`src/rtl/seq_mul.sv`:
```
// -----------------------------------------------------------------------------
// seq_mul -- multi-cycle signed/unsigned shift-add multiplier.
//
// Produces the full 2*WIDTH product of two WIDTH-bit operands. Each operand can
// independently be treated as signed or unsigned. The operands' magnitudes are
// multiplied by shift-add, one multiplier bit per cycle. The sign is applied
// once at the end.
//
// Sequencing: IDLE -> START -> CALC (WIDTH cycles) -> FIN -> IDLE.
// - done_o and prod_o are registered on the FIN exit edge.
// - done_o is therefore seen WIDTH+2 cycles after the accepting edge.
//
// Optional feature (define the macro MUL_EARLY_EXIT_EN):
// - CALC ends as soon as no set multiplier bits remain.
// - START skips CALC entirely for a zero multiplier.
// - Results are identical to the default build; only the latency changes.
//
// Parameters:
//   WIDTH           operand width (4..32); product is 2*WIDTH bits
//
// Ports:
//   clk             clock, rising edge
//   rst             asynchronous active-high reset
//   mul_en          start request, honoured only in IDLE
//   multiplicand_i  operand A, captured on the accepting edge
//   multiplier_i    operand B, captured on the accepting edge
//   sign_i          {A_signed, B_signed}, captured with the operands
//   busy_o          high while an operation is in START/CALC/FIN
//   done_o          one-cycle completion pulse; prod_o valid from then on
//   prod_o          2*WIDTH product, held until the next completion
// -----------------------------------------------------------------------------
module seq_mul #(
   parameter int WIDTH = 8
) (
   input  logic                 clk,
   input  logic                 rst,
   input  logic                 mul_en,
   input  logic [WIDTH-1:0]     multiplicand_i,
   input  logic [WIDTH-1:0]     multiplier_i,
   input  logic [1:0]           sign_i,
   output logic                 busy_o,
   output logic                 done_o,
   output logic [2*WIDTH-1:0]   prod_o
);

   localparam int RW = $clog2(WIDTH);
   localparam logic [RW-1:0] LAST_ROUND = RW'(WIDTH - 1);

   typedef enum logic [1:0] {
      IDLE  = 2'd0,
      START = 2'd1,
      CALC  = 2'd2,
      FIN   = 2'd3
   } state_t;

   state_t              state;
   logic [WIDTH-1:0]    a_q;
   logic [WIDTH-1:0]    b_q;
   logic [1:0]          sgn_q;
   logic                neg;
   logic [2*WIDTH-1:0]  acc;
   logic [2*WIDTH-1:0]  mcand;
   logic [WIDTH-1:0]    mplier;
   logic [RW-1:0]       round;

   logic [WIDTH-1:0]    mag_a;
   logic [WIDTH-1:0]    mag_b;

   // Magnitude as an unsigned WIDTH-bit value.
   // The most negative input wraps to 2^(WIDTH-1), which is the correct
   // unsigned magnitude.
   function automatic logic [WIDTH-1:0] magnitude(input logic [WIDTH-1:0] v,
                                                  input logic             is_signed);
      if (is_signed && v[WIDTH-1])
         return ~v + {{(WIDTH-1){1'b0}}, 1'b1};
      else
         return v;
   endfunction

   // Two's-complement negation of the accumulated magnitude, 2*WIDTH-bit wrap.
   function automatic logic [2*WIDTH-1:0] apply_sign(input logic [2*WIDTH-1:0] v,
                                                     input logic               n);
      if (n)
         return ~v + {{(2*WIDTH-1){1'b0}}, 1'b1};
      else
         return v;
   endfunction

   assign mag_a = magnitude(a_q, sgn_q[1]);
   assign mag_b = magnitude(b_q, sgn_q[0]);

   always_ff @(posedge clk or posedge rst) begin
      if (rst) begin
         state  <= IDLE;
         a_q    <= '0;
         b_q    <= '0;
         sgn_q  <= '0;
         neg    <= 1'b0;
         acc    <= '0;
         mcand  <= '0;
         mplier <= '0;
         round  <= '0;
         busy_o <= 1'b0;
         done_o <= 1'b0;
         prod_o <= '0;
      end else begin
         case (state)
            IDLE: begin
               done_o <= 1'b0;
               if (mul_en) begin
                  a_q    <= multiplicand_i;
                  b_q    <= multiplier_i;
                  sgn_q  <= sign_i;
                  busy_o <= 1'b1;
                  state  <= START;
               end
            end

            START: begin
               neg    <= (sgn_q[1] & a_q[WIDTH-1]) ^ (sgn_q[0] & b_q[WIDTH-1]);
               acc    <= '0;
               mcand  <= {{WIDTH{1'b0}}, mag_a};
               mplier <= mag_b;
               round  <= '0;
`ifdef MUL_EARLY_EXIT_EN
               // A zero multiplier needs no partial products at all.
               if (mag_b == '0)
                  state <= FIN;
               else
                  state <= CALC;
`else
               state  <= CALC;
`endif
            end

            CALC: begin
               if (mplier[0])
                  acc <= acc + mcand;
               mcand  <= mcand << 1;
               mplier <= mplier >> 1;
               round  <= round + RW'(1);
`ifdef MUL_EARLY_EXIT_EN
               // Stop once the post-shift multiplier has no set bits left.
               if (round == LAST_ROUND || mplier[WIDTH-1:1] == '0)
                  state <= FIN;
`else
               if (round == LAST_ROUND)
                  state <= FIN;
`endif
            end

            FIN: begin
               prod_o <= apply_sign(acc, neg);
               done_o <= 1'b1;
               busy_o <= 1'b0;
               state  <= IDLE;
            end

            default: state <= IDLE;
         endcase
      end
   end

endmodule

```
`config.mk`:
```
export PLATFORM = sky130hd
export DESIGN_NAME = seq_mul
export DESIGN_NICKNAME = d
export VERILOG_FILES = /design/src/rtl/seq_mul.sv
export SDC_FILE = /design/constraint.sdc
export NUM_CORES = 1
export LEC_CHECK = 0
export CAP_MARGIN = 10
export CORE_ASPECT_RATIO = 1.1
export CORE_MARGIN = 2
export CORE_UTILIZATION = 42
export CTS_CLUSTER_DIAMETER = 150
export DETAILED_ROUTE_END_ITERATION = 12
export PLACE_DENSITY_LB_ADDON = 0.15
export RECOVER_POWER = 25
export SLEW_MARGIN = 20
export SYNTH_ARGS = -nofsm -noshare
export SYNTH_HDL_FRONTEND = slang
export SYNTH_SLANG_ARGS = --single-unit
```
`constraint.sdc`:
```
create_clock -name clk -period 3.5 [get_ports clk]
set_clock_uncertainty 0.15 [all_clocks]
set_input_delay 1.05 -clock clk [delete_from_list [all_inputs] [get_ports clk]]
set_output_delay 1.05 -clock clk [all_outputs]
set_load 0.02 [all_outputs]
```
==> results.tsv <==
metric	value	unit
status	complete, no violations	
synthMuxAreaShare	8.75	%
tightest_slew	1360	ps
clkLatencyLatePin	340	ps
synth_fa_ha_area_share	7.02	%
critPathRequiredTime	3630	ps
grt_max_degree	36	
crit_slowest_cell	a2111oi_0	
vdd_drop_max	393	uV
path_clk_slew	60	ps
hold_path.class	flip-flop to flip-flop	
drive_gt1_share	12.5	%
io_buffers	38	
cts_buffers	9	
wl_met1	4120	um
core_area	0.0105	mm2
start_util	43.5	%
die_y	113	um
worstPathCellList	ha_1 > inv_1 > fa_1 > nand2b_1 > a21oi_2 > o2111ai_1 > a2111oi_0 > or3_1	
cts_sinks	82	
finalCriticalPeriod	2570	ps
avgSynthCellArea	9.85	um2
async_flop_share	100	%
nNetsFinal	547	
dr_total_vias	3313	
root_buffer	clkbuf_16	
place_hpwl	6620	um
finalHoldViolCount	0	
io_pins	39	
drcViolationCount	0	
finalSetupTns	0	ps
synth_ff_type	dfrtp_1	
fin_ws	934	ps
ys_ff_latch	82	
ctsHtreeMaxLevel	3	
drtPass1Iterations	4	
grt_pass1_wl	15600	um
area_growth_syn_to_layout	17.7	%
wl_met3	300	um
clock.fmax	390	MHz
powerDensity	943	mW/mm2
yosysSeqAreaShare	45.0	%
synth_simple_gate_area_share	12.8	%
slew_violations	0	
finalSetupViolations	0	
hold_buffers	0	
netlist_area	0.00456	mm2
drt_wl_total	8850	um
cts_setup_buffers	0	
timing.hold.ws	346	ps
cts_resized	0	
grt_pass1_vias	3349	
arrival	2700	ps
rsz0062_at_grt	false	
grt_antenna_before_repair	0	
rr_worst_depth	8	
ys_types	53	
dp_slack	748	ps
clk_path_buf_depth	2	
hold_depth	1	
drt-initial-drc-count	111	
synth_top_family_by_area	compound AO/OA/AOI/OAI gates	
routabilityCongestion	0.795	
synthCells	463	
synth-edff-count	0	
synth_compound_area_share	15.8	%
track_usage	16.8	%
cp_max_fo	6	
cts_tree	built	
syn_nets	509	
yosys_warnings	0	
die_area	0.0117	mm2
die_w	103	um
criticalPathCategory	flip-flop to flip-flop	
cpPeakStageDelay	480	ps
fin_crit_sh	73.3	%
met2WireLength	4300	um
synth-xor-area-share	6.72	%
slew_headroom	8.98	%
final_common_cell	dfrtp_1	
top_layer_used	met4	
mostFrequentLayoutCells	82 x dfrtp_1, 50 x nand2_1, 37 x clkdlybuf4s50_1	
final_antenna_net_count	0	
startpoint_type	flip-flop	
placementRows	39	
max_cap_viol_count	0	
viasPerCell	5.12	
end_kind	flip-flop	
power.leakage	2.35	nW
grt.overflow.total	0	
avgRoutedWirePerCell	13.7	um
antenna_cells	0	
-- per-layer routing --
| metal | vias up | GRT usage, % |
|---|---|---|
| met5 | - | 0 |
| met1 | 1556 | 21.4 |
| li1 | 1695 | - |
| met3 | 11 | 4.08 |
| met4 | 0 | 5.96 |
| met2 | 51 | 27.6 |
-- registers in the layout, summed over array words and instances, names as in the netlist, 2 cells and up --
signal and cells:
acc 16, mcand 16, prod_o 16, a_q 8
b_q 8, mplier 8, round 3, sgn_q 2
state 2
-- stage by stage --
| stage | cell area, um2 | std cells | power [mW] | util, % |
|---|---|---|---|---|
| after detailed placement | 5110 | 633 | 4.25 | 48.7 |
| final | 5370 | 647 | 5.06 | 51.2 |
| after global placement | 5110 | 633 | 4.18 | 48.7 |
| after floorplan | 4560 | 463 | 3.58 | - |
| after global routing | 5370 | 647 | 5.52 | 51.2 |
| after CTS | 5370 | 647 | 5.12 | 51.2 |
-- critical path: cells and delay by family, from the launching register on --
kind | cells | cell delay (ps)
flip-flops | 1 | 430
adder cells (fa/ha/maj) | 2 | 590
AO/OA/AOI/OAI | 3 | 910
AND/OR/NAND/NOR | 2 | 370
buffers and inverters | 1 | 60
-- logic make-up after synthesis --
logic type | count (synthesis)
flops | 82
xor+xnor | 35
buf+inv | 45
simple gates | 123
compound gates | 117
mux | 36
fa+ha+maj | 25
-- path summary, 6_finish.rpt --
check	startpoint	end	slack [ps]
min reg2reg	round[0]	round[0]	350
min in group asynchronous	rst	prod_o[15]	1310
max reg2reg	acc[0]	acc[12]	930
max in group asynchronous	rst	acc[11]	1050
min	round[0]	round[0]	350
max	acc[0]	acc[12]	930
-- cells in the mapped netlist (2+ instances only) --
master	count	share of area, %
and3_1	2	0.27
nand2b_1	3	0.41
nor2b_1	2	0.27
mux2_2	31	7.7
nor2_1	32	2.6
xnor2_1	17	3.3
a22o_1	2	0.38
nand3_1	9	0.99
inv_1	28	2.3
a211oi_1	2	0.33
a21o_1	3	0.49
xor2_1	18	3.5
or3_1	4	0.55
nor3_1	8	0.88
dfrtp_1	82	45
buf_2	3	0.33
nand3b_1	2	0.33
a21oi_1	33	3.6
o22ai_1	9	1.2
clkbuf_1	13	1.1
nand2_1	50	4.1
o31ai_2	2	0.55
nand4b_1	2	0.38
o31a_1	2	0.38
a21oi_2	2	0.38
o31ai_1	5	0.82
o21ai_1	7	0.77
a31oi_1	6	0.82
mux2i_1	5	1.1
o21ai_0	33	3.6
ha_1	24	6.6
-- final cells by class --
class / instances / area [um2]
fill: 975 / 5120
inverter: 28 / 106
timing repair buffer: 44 / 438
sequential: 82 / 2050
tap: 143 / 179
clock inverter: 3 / 17.5
multi-input combinational: 336 / 2330
clock buffer: 11 / 243
-- report_power, final --
part	internal, mW	switching [mW]	total, mW
sequential	1.34	0.361	1.70
clock	0.489	0.358	0.847
combinational	1.19	1.32	2.51
No activity file was read; power rests on OpenSTA's default activity.
